### src/rtl/multicycle_main_control_pkg.sv
// multicycle_main_control_pkg: shared state encodings, opcodes, ALUOp and ALUSrcB selects, opcode-to-state decode
package multicycle_main_control_pkg;
  typedef enum logic [3:0] {
    S_FETCH     = 4'd0,
    S_DECODE    = 4'd1,
    S_MEM_ADDR  = 4'd2,
    S_MEM_READ  = 4'd3,
    S_MEM_WB    = 4'd4,
    S_MEM_WRITE = 4'd5,
    S_EXECUTE   = 4'd6,
    S_ALU_WB    = 4'd7,
    S_BRANCH    = 4'd8,
    S_ILLEGAL   = 4'd15
  } state_t;
  localparam logic [6:0] OP_LOAD   = 7'b0000011;
  localparam logic [6:0] OP_STORE  = 7'b0100011;
  localparam logic [6:0] OP_RTYPE  = 7'b0110011;
  localparam logic [6:0] OP_BRANCH = 7'b1100011;
  localparam logic [1:0] ALUOP_ADD   = 2'b00;
  localparam logic [1:0] ALUOP_SUB   = 2'b01;
  localparam logic [1:0] ALUOP_FUNCT = 2'b10;
  localparam logic [1:0] SRCB_RS2  = 2'b00;
  localparam logic [1:0] SRCB_FOUR = 2'b01;
  localparam logic [1:0] SRCB_IMM  = 2'b10;
  localparam logic [1:0] SRCB_BOFF = 2'b11;
  function automatic state_t decode_next(input logic [6:0] op);
    return (op == OP_LOAD || op == OP_STORE) ? S_MEM_ADDR :
           op == OP_RTYPE ? S_EXECUTE :
           op == OP_BRANCH ? S_BRANCH : S_ILLEGAL;
  endfunction
endpackage

### src/rtl/multicycle_main_control_if.sv
// multicycle_main_control_if: controller bus; master (controller) takes opcode/mem_ready, drives strobes, selects, illegal, state, instr_count
interface multicycle_main_control_if #(parameter int CNT_W = 16);
  logic [6:0] opcode;
  logic mem_ready;
  logic pc_write;
  logic pc_write_cond;
  logic i_or_d;
  logic mem_read;
  logic mem_write;
  logic ir_write;
  logic mem_to_reg;
  logic reg_write;
  logic alu_src_a;
  logic [1:0] alu_src_b;
  logic pc_source;
  logic [1:0] alu_op;
  logic illegal;
  logic [3:0] state;
  logic [CNT_W-1:0] instr_count;
  modport master (
    input opcode, mem_ready,
    output pc_write, pc_write_cond, i_or_d, mem_read, mem_write, ir_write, mem_to_reg,
           reg_write, alu_src_a, alu_src_b, pc_source, alu_op, illegal, state, instr_count
  );
  modport slave (
    output opcode, mem_ready,
    input pc_write, pc_write_cond, i_or_d, mem_read, mem_write, ir_write, mem_to_reg,
          reg_write, alu_src_a, alu_src_b, pc_source, alu_op, illegal, state, instr_count
  );
endinterface

### src/rtl/multicycle_main_control_outdec.sv
// multicycle_main_control_outdec: combinational state-to-control decoder; inputs state/mem_ready/hold (strobe kill during reset), outputs all datapath controls
module multicycle_main_control_outdec
  import multicycle_main_control_pkg::*;
(
  input  state_t     state,
  input  logic       mem_ready,
  input  logic       hold,
  output logic       pc_write,
  output logic       pc_write_cond,
  output logic       i_or_d,
  output logic       mem_read,
  output logic       mem_write,
  output logic       ir_write,
  output logic       mem_to_reg,
  output logic       reg_write,
  output logic       alu_src_a,
  output logic [1:0] alu_src_b,
  output logic       pc_source,
  output logic [1:0] alu_op,
  output logic       illegal
);
  always_comb begin
    pc_write = 1'b0;
    pc_write_cond = 1'b0;
    i_or_d = 1'b0;
    mem_read = 1'b0;
    mem_write = 1'b0;
    ir_write = 1'b0;
    mem_to_reg = 1'b0;
    reg_write = 1'b0;
    alu_src_a = 1'b0;
    alu_src_b = SRCB_RS2;
    pc_source = 1'b0;
    alu_op = ALUOP_ADD;
    illegal = 1'b0;
    case (state)
      S_FETCH: begin
        mem_read = 1'b1;
        ir_write = mem_ready;
        pc_write = mem_ready;
        alu_src_b = SRCB_FOUR;
      end
      S_DECODE: alu_src_b = SRCB_BOFF;
      S_MEM_ADDR: begin
        alu_src_a = 1'b1;
        alu_src_b = SRCB_IMM;
      end
      S_MEM_READ: begin
        mem_read = 1'b1;
        i_or_d = 1'b1;
      end
      S_MEM_WB: begin
        reg_write = 1'b1;
        mem_to_reg = 1'b1;
      end
      S_MEM_WRITE: begin
        mem_write = 1'b1;
        i_or_d = 1'b1;
      end
      S_EXECUTE: begin
        alu_src_a = 1'b1;
        alu_op = ALUOP_FUNCT;
      end
      S_ALU_WB: reg_write = 1'b1;
      S_BRANCH: begin
        alu_src_a = 1'b1;
        alu_op = ALUOP_SUB;
        pc_write_cond = 1'b1;
        pc_source = 1'b1;
      end
      S_ILLEGAL: illegal = 1'b1;
      default: illegal = 1'b0;
    endcase
    if (hold) {pc_write, pc_write_cond, mem_read, mem_write, ir_write, reg_write} = '0;
  end
endmodule

### src/rtl/multicycle_main_control.sv
// multicycle_main_control: multicycle RISC-V main control FSM; clk, async active-high reset, bus (master) carries opcode/mem_ready in and all controls, state, instr_count out
module multicycle_main_control
  import multicycle_main_control_pkg::*;
#(
  parameter int CNT_W = 16
) (
  input logic clk,
  input logic reset,
  multicycle_main_control_if.master bus
);
  state_t state, nxt;
  logic is_load;
  logic [CNT_W-1:0] cnt;
  always_comb begin
    nxt = S_FETCH;
    case (state)
      S_FETCH:     nxt = bus.mem_ready ? S_DECODE : S_FETCH;
      S_DECODE:    nxt = decode_next(bus.opcode);
      S_MEM_ADDR:  nxt = is_load ? S_MEM_READ : S_MEM_WRITE;
      S_MEM_READ:  nxt = bus.mem_ready ? S_MEM_WB : S_MEM_READ;
      S_MEM_WRITE: nxt = bus.mem_ready ? S_FETCH : S_MEM_WRITE;
      S_EXECUTE:   nxt = S_ALU_WB;
      S_ILLEGAL:   nxt = S_ILLEGAL;
      default:     nxt = S_FETCH;
    endcase
  end
  always_ff @(posedge clk or posedge reset) begin
    if (reset) begin
      state <= S_FETCH;
      is_load <= 1'b0;
      cnt <= '0;
    end else begin
      state <= nxt;
      if (state == S_DECODE) is_load <= bus.opcode == OP_LOAD;
      if (nxt == S_FETCH && state != S_FETCH) cnt <= cnt + CNT_W'(1);
    end
  end
  assign bus.state = state;
  assign bus.instr_count = cnt;
  multicycle_main_control_outdec u_outdec (
    .state(state),
    .mem_ready(bus.mem_ready),
    .hold(reset),
    .pc_write(bus.pc_write),
    .pc_write_cond(bus.pc_write_cond),
    .i_or_d(bus.i_or_d),
    .mem_read(bus.mem_read),
    .mem_write(bus.mem_write),
    .ir_write(bus.ir_write),
    .mem_to_reg(bus.mem_to_reg),
    .reg_write(bus.reg_write),
    .alu_src_a(bus.alu_src_a),
    .alu_src_b(bus.alu_src_b),
    .pc_source(bus.pc_source),
    .alu_op(bus.alu_op),
    .illegal(bus.illegal)
  );
endmodule

### src/flat_wrapper.sv
// flat-port wrapper written by rule: the top's interface ports become plain ports
module multicycle_main_control_flat import multicycle_main_control_pkg::*;
#(
  parameter int CNT_W = 16
)
  (clk, reset, bus_opcode, bus_mem_ready, bus_pc_write, bus_pc_write_cond, bus_i_or_d, bus_mem_read, bus_mem_write, bus_ir_write, bus_mem_to_reg, bus_reg_write, bus_alu_src_a, bus_alu_src_b, bus_pc_source, bus_alu_op, bus_illegal, bus_state, bus_instr_count);
  multicycle_main_control_if #(.CNT_W(CNT_W)) bus_i ();
  input logic clk;
  input logic reset;
  input wire logic [$bits(bus_i.opcode)-1:0] bus_opcode;
  input wire logic [$bits(bus_i.mem_ready)-1:0] bus_mem_ready;
  output wire logic [$bits(bus_i.pc_write)-1:0] bus_pc_write;
  output wire logic [$bits(bus_i.pc_write_cond)-1:0] bus_pc_write_cond;
  output wire logic [$bits(bus_i.i_or_d)-1:0] bus_i_or_d;
  output wire logic [$bits(bus_i.mem_read)-1:0] bus_mem_read;
  output wire logic [$bits(bus_i.mem_write)-1:0] bus_mem_write;
  output wire logic [$bits(bus_i.ir_write)-1:0] bus_ir_write;
  output wire logic [$bits(bus_i.mem_to_reg)-1:0] bus_mem_to_reg;
  output wire logic [$bits(bus_i.reg_write)-1:0] bus_reg_write;
  output wire logic [$bits(bus_i.alu_src_a)-1:0] bus_alu_src_a;
  output wire logic [$bits(bus_i.alu_src_b)-1:0] bus_alu_src_b;
  output wire logic [$bits(bus_i.pc_source)-1:0] bus_pc_source;
  output wire logic [$bits(bus_i.alu_op)-1:0] bus_alu_op;
  output wire logic [$bits(bus_i.illegal)-1:0] bus_illegal;
  output wire logic [$bits(bus_i.state)-1:0] bus_state;
  output wire logic [$bits(bus_i.instr_count)-1:0] bus_instr_count;
  assign bus_i.opcode = bus_opcode;
  assign bus_i.mem_ready = bus_mem_ready;
  assign bus_pc_write = bus_i.pc_write;
  assign bus_pc_write_cond = bus_i.pc_write_cond;
  assign bus_i_or_d = bus_i.i_or_d;
  assign bus_mem_read = bus_i.mem_read;
  assign bus_mem_write = bus_i.mem_write;
  assign bus_ir_write = bus_i.ir_write;
  assign bus_mem_to_reg = bus_i.mem_to_reg;
  assign bus_reg_write = bus_i.reg_write;
  assign bus_alu_src_a = bus_i.alu_src_a;
  assign bus_alu_src_b = bus_i.alu_src_b;
  assign bus_pc_source = bus_i.pc_source;
  assign bus_alu_op = bus_i.alu_op;
  assign bus_illegal = bus_i.illegal;
  assign bus_state = bus_i.state;
  assign bus_instr_count = bus_i.instr_count;
  multicycle_main_control #(.CNT_W(CNT_W)) u_core (.clk(clk), .reset(reset), .bus(bus_i));
endmodule
### config.mk
export PLATFORM = sky130hd
export DESIGN_NAME = multicycle_main_control_flat
export DESIGN_NICKNAME = d
export VERILOG_FILES = /design/src/rtl/multicycle_main_control_pkg.sv /design/src/rtl/multicycle_main_control_if.sv /design/src/rtl/multicycle_main_control_outdec.sv /design/src/rtl/multicycle_main_control.sv /design/src/flat_wrapper.sv
export SDC_FILE = /design/constraint.sdc
export NUM_CORES = 1
export LEC_CHECK = 0
export ABC_AREA = 1
export CAP_MARGIN = 20
export CORE_MARGIN = 2
export CORE_UTILIZATION = 47
export CTS_CLUSTER_SIZE = 10
export DETAILED_ROUTE_END_ITERATION = 16
export HOLD_SLACK_MARGIN = 0.12
export PLACE_DENSITY = 0.91
export SYNTH_ARGS = -nofsm -noshare
export SYNTH_HDL_FRONTEND = slang
export SYNTH_SLANG_ARGS = --single-unit
export TNS_END_PERCENT = 100
### constraint.sdc
create_clock -name clk -period 1.63 [get_ports clk]
set_input_delay 0.326 -clock clk [delete_from_list [all_inputs] [get_ports clk]]
set_output_delay 0.326 -clock clk [all_outputs]
set_load 0.05 [all_outputs]
==> results.md, run 1 <==
- Post-Syn Area: 1520 sq um
- Area share of the largest cell type after synthesis: 34.5%
- Total cell area at the placement stage: 2550 sq um
- Post-synthesis async set-or-reset flop share: 100%
- Initial standard-cell utilization of the core: 49.5%
- Count of state elements after synthesis: 21
- Main flop type after synthesis: sky130_fd_sc_hd__dfrtp_1
- Chip height: 60.9 um
- Average cell area after synthesis: 6.77 sq um
- Ranking of synthesized cells by instance count: 69 x sky130_fd_sc_hd__nand2_1, 32 x sky130_fd_sc_hd__nand3_1, 29 x sky130_fd_sc_hd__inv_1, 29 x sky130_fd_sc_hd__nor2_1, 21 x sky130_fd_sc_hd__dfrtp_1
- Distinct cells, synth: 22
- Quantity of I/O buffers inserted on ports: 44
- Std-Cell Rows: 20
- Number of flops mapped to enable cells by yosys: 0
- I/O Pins: 45
- CTS max path bufs: 2
- Num Clock Sinks: 21
- CTS HTree Levels: 1
- Last weighted congestion value of the routability-driven placer: 0.916
- Die width: 60.9 um
- Instance count of the mapped netlist: 225
- Status: aborted with a tool error
- Library cell with the highest instance count after synthesis: sky130_fd_sc_hd__nand2_1
- Worst endpoint pin kind: register data pin
- Hold-fix buffers at CTS: 0
- Largest net degree at the start of global routing: 22
- Number of CTS-inserted buffers: 3
- Worst-path endpoint after global-route repair_timing: u_core.bus.instr_count[15]$_DFFE_PP0P_/D
- Detail Placement HPWL: 3740 um
- Run-stopping error: [ERROR DPL-0038] Utilization greater than 100%, impossible to legalize
- Clock root buffer: sky130_fd_sc_hd__clkbuf_4
- Biggest area consumer among synthesized cells: sky130_fd_sc_hd__dfrtp_1
- Sequential share of the synthesized area: 34.5%
- Cell types occupying the most area after synthesis: sky130_fd_sc_hd__dfrtp_1 35%, sky130_fd_sc_hd__nand2_1 17%, sky130_fd_sc_hd__nand3_1 11%, sky130_fd_sc_hd__inv_1 7.1%, sky130_fd_sc_hd__nor2_1 7.1%
- YS warnings: 0
- Nets in the synthesized netlist: 236
- Stage at which the run stopped: global routing (5_1_grt)
==> metrics by stage <==
| stage | hold slack (ns) | worst slack (ns) | std cells | TNS (ns) | util, % |
|---|---|---|---|---|---|
| after floorplan | 0.302 | -0.374 | 225 | -2.01 | - |
| after global placement | 0.493 | -0.232 | 329 | -3.71 | 83.0 |
| after detailed placement | 0.499 | -0.352 | 329 | -5.45 | 83.0 |
| after CTS | 0.526 | -0.250 | 352 | -5.56 | 96.5 |
==> cells by family after synthesis <==
kind of cell,count (synthesis),synth area share [%]
and+or+nand+nor,153,46.3
buffers and inverters,34,10.0
DFF,21,34.5
xor gates and xnor gates,12,6.90
AOI/OAI and AO/OA,4,1.48
adders and majority gates,1,0.822
==> timing repair <==
action | in CTS
resized for setup | 61
pin swaps | 27
setup endpoints to repair | 31
buffers inserted | 17
gates cloned | 2
==> run 2: changes to the inputs <==
Settings changed: CORE_UTILIZATION 47 to 40, CTS_CLUSTER_SIZE 10 to not set, HOLD_SLACK_MARGIN 0.12 to not set, PLACE_DENSITY 0.91 to not set, PLACE_DENSITY_LB_ADDON set to 0.15.
==> run 2 against run 1 <==
Net effect:
- the flow now finishes, with violations (negative setup slack)
- synthesized cell count is the same
- synthesized area is the same
==> results.md, run 2 <==
- Reg2reg setup slack: -0.10 ns
- Num Clock Sinks: 21 (unchanged)
- Instance count of the mapped netlist: 225 (unchanged)
- Std-Cell Rows: 22 (+10%)
- Distinct cells, synth: 22 (unchanged)
- Type of the worst min-delay path: reg -> reg
- Initial standard-cell utilization of the core: 41.6% (-7.9 points)
- Global-route wire length before repair: 8050 um
- Count of state elements after synthesis: 21 (unchanged)
- Final #Nets: 315
- Hold-fix buffers at CTS: 0 (unchanged)
- Library cell with the highest instance count after synthesis: sky130_fd_sc_hd__nand2_1
- Clock root buffer: sky130_fd_sc_hd__clkbuf_8
- Detail Placement HPWL: 3160 um (-15%)
- Number of vias in the routed layout: 1781
- Relative slew slack: 79.7%
- CTS tree: yes
- FF-to-FF Start: u_core.bus.state[2]
- Routed length per instance: 13.4 um
- Via density per instance: 5.07
- Post-Synth Adder-Cell Area: 0.822% (unchanged)
- Share of cells above drive strength 1: 47.9%
- Largest net degree at the start of global routing: 17
- Post-Route Skew: 0.00185 ns
- Capturing element type of the critical path: output pin
- Crit path kind: reg -> out
- Cell types occupying the most area after synthesis: sky130_fd_sc_hd__dfrtp_1 35%, sky130_fd_sc_hd__nand2_1 17%, sky130_fd_sc_hd__nand3_1 11%, sky130_fd_sc_hd__inv_1 7.1%, sky130_fd_sc_hd__nor2_1 7.1%
- Average cell area after synthesis: 6.77 sq um (unchanged)
- Post-synthesis share of cell area spent on xor and xnor gates: 6.90% (unchanged)
- Max-slew violation count: 0
- Power density of the placed cells: 314 nW/um^2
- Total of endpoints with negative setup slack in the final report: 31
- Data required time at the worst endpoint: 1.30 ns
- DIE AREA: 4320 sq um
- Compound-cell area share of the yosys netlist: 1.48% (unchanged)
- Placeable Area: 3660 sq um
- Share of the cycle needed by the critical path after routing: 113%
- Nets in the synthesized netlist: 236 (unchanged)
- Die width: 65.7 um (+7.8%)
- Ranking of synthesized cells by instance count: 69 x sky130_fd_sc_hd__nand2_1, 32 x sky130_fd_sc_hd__nand3_1, 29 x sky130_fd_sc_hd__inv_1, 29 x sky130_fd_sc_hd__nor2_1, 21 x sky130_fd_sc_hd__dfrtp_1
- Largest fanout on the critical path: 4
- Flip-flop count of the largest register, all copies and words added: 16
- Util after Layout: 79.8%
- WP data arrival: 1.52 ns
- Clock slew seen by the registers of the worst setup and hold paths: 0.07 ns
- Chip height: 65.7 um (+7.8%)
- Fin worst setup slack: -0.217 ns
- Simple-Gate Fraction of Synth Area: 46.3% (unchanged)
- Layout filler cell count: 221
- Number of antenna cells inserted: 0
- DRC violation count after routing: 0
- I/O Pins: 45 (unchanged)
- CTS max path bufs: 2 (unchanged)
- Main flop type after synthesis: sky130_fd_sc_hd__dfrtp_1
- Detailed-route wire length: 4700 um
- Area share of the largest cell type after synthesis: 34.5% (unchanged)
- Shortest period the worst path allows: 1.85 ns
- Number of CTS-inserted buffers: 3 (unchanged)
- Sequential share of the synthesized area: 34.5% (unchanged)
- Worst hold path cell count: 2
- Worst-Skew Late Latency: 0.26 ns
- Dominant combinational cell family by area after synthesis: simple AND/OR/NAND/NOR gates
- Violated checks: negative setup slack
- Min-Delay Startpoint: u_core.is_load
- Commonest cells after routing, fill and taps aside: 48 x sky130_fd_sc_hd__nand2_1, 36 x sky130_fd_sc_hd__buf_12, 29 x sky130_fd_sc_hd__nand3_1, 26 x sky130_fd_sc_hd__buf_4, 22 x sky130_fd_sc_hd__nand2_2
- Proportion of synthesized area in mux cells: 0% (unchanged)
- Capture instance of the worst register-to-register path: u_core.bus.instr_count[10]
- Quantity of I/O buffers inserted on ports: 44 (unchanged)
- Total global routing overflow: 0
- Detailed Route Iter0 Violations: 70
- Last weighted congestion value of the routability-driven placer: 0.924 (+0.88%)
- Fin Hold WS: 0.544 ns
- Status: complete, but fails checks
- GRT Resource Usage Total: 23.8%
- Reg2reg path depth: 12
- Final TNS setup: -3.23 ns
- Post-synthesis async set-or-reset flop share: 100% (unchanged)
- CTS HTree Levels: 1 (unchanged)
- Biggest area consumer among synthesized cells: sky130_fd_sc_hd__dfrtp_1
- Worst slack, placed: -0.297 ns (+0.0547 ns)
- Final hold violation count: 0
- RSZ-0062 raised after global routing: yes
- Commonest non-fill, non-tap cell in the layout: sky130_fd_sc_hd__nand2_1
- Number of flops mapped to enable cells by yosys: 0 (unchanged)
- Worst vdd ir: 0.000609 V
- Launching element of the worst setup path: u_core.bus.state[2]
- Critical Path Source Type: register
- Pin slew with the least headroom to its limit: 0.304 ns
- End point of the worst hold path: u_core.is_load
- Leak Pwr: 0.00132 uW
- Residual antenna-violating net count after detailed routing: 0
- Total cell area at the placement stage: 2600 sq um (+1.8%)
- Max Fclk: 541 MHz
- Number of antenna violations at the first check in global routing: 0
- First-pass iteration count of the detailed router: 4
- Area grow syn2layout: 91.8%
- YS warnings: 0 (unchanged)
- Final standard cell area without fillers: 2920 sq um
- Via count of the first global-routing pass: 1772
- Post-Syn Area: 1520 sq um (unchanged)
- Max-cap violations: 0
run 2: cell counts after synthesis:
No cell type changed its count.
run 2: worst max-delay path, stage by stage (launching register included):
cell                      delay [ns]
sky130_fd_sc_hd__dfrtp_4        0.52
sky130_fd_sc_hd__buf_4          0.18
sky130_fd_sc_hd__nor3_4         0.22
sky130_fd_sc_hd__inv_2          0.09
sky130_fd_sc_hd__o21ai_2        0.10
sky130_fd_sc_hd__buf_12         0.16
run 2: timing repair:
| action | in CTS | in global routing |
|---|---|---|
| endpoints found under the setup margin | 30 | 31 |
| cloned | 1 | 0 |
| pin swaps | 17 | 15 |
| gates resized for setup | 32 | 26 |
| setup buffers | 9 | 3 |
run 2: cell families (layout without fill, tap and decap cells):
group                    Yosys count  count (layout)
AO/OA/AOI/OAI                      4               4
XOR/XNOR                          12              12
adder cells (fa/ha/maj)            1               1
buffers and inverters             34             111
flip-flops                        21              21
AND/OR/NAND/NOR                  153             154
run 2: worst max-delay path by stage:
stage | to | cells after the start
2_1_floorplan | bus_pc_write_cond | 5
3_3_place_gp | u_core.bus.instr_count[12] | 10
3_5_place_dp | u_core.bus.instr_count[14] | 10
4_1_cts | bus_ir_write | 6
5_1_grt | bus_alu_src_a | 5
6_report | bus_alu_src_a | 5
run 2: power by group:
part	internal, uW	total, uW	switching (uW)
Clock	174	336	162
Sequential	521	521	0
Combinational	30.9	59.5	28.6
run 2: stage by stage:
stage	instances	power (uW)
3_5_place_dp	335	590
5_1_grt	351	955
6_report	351	916
4_1_cts	348	926
3_3_place_gp	335	589
2_1_floorplan	225	547
run 2: metal layers:
layer  vias up  track usage [%]  routed length (um)
met1       842             30.7                1980
met2        65             41.4                2420
met5         -                0                   0
met4         0             4.43                  60
met3         6             4.62                 235
li1        868                -                   -
run 2: final cells by class:
| class | count | area [sq um] | share of cell area (%) |
|---|---|---|---|
| Tap cell | 48 | 60.1 | 2.06 |
| Timing Repair Buffer | 77 | 1070 | 36.8 |
| Inverter | 30 | 120 | 4.11 |
| Multi-Input combinational cell | 171 | 1090 | 37.2 |
| Clock buffer | 4 | 45.0 | 1.54 |
| Sequential cell | 21 | 536 | 18.3 |
(Power assumes the default switching activity.)
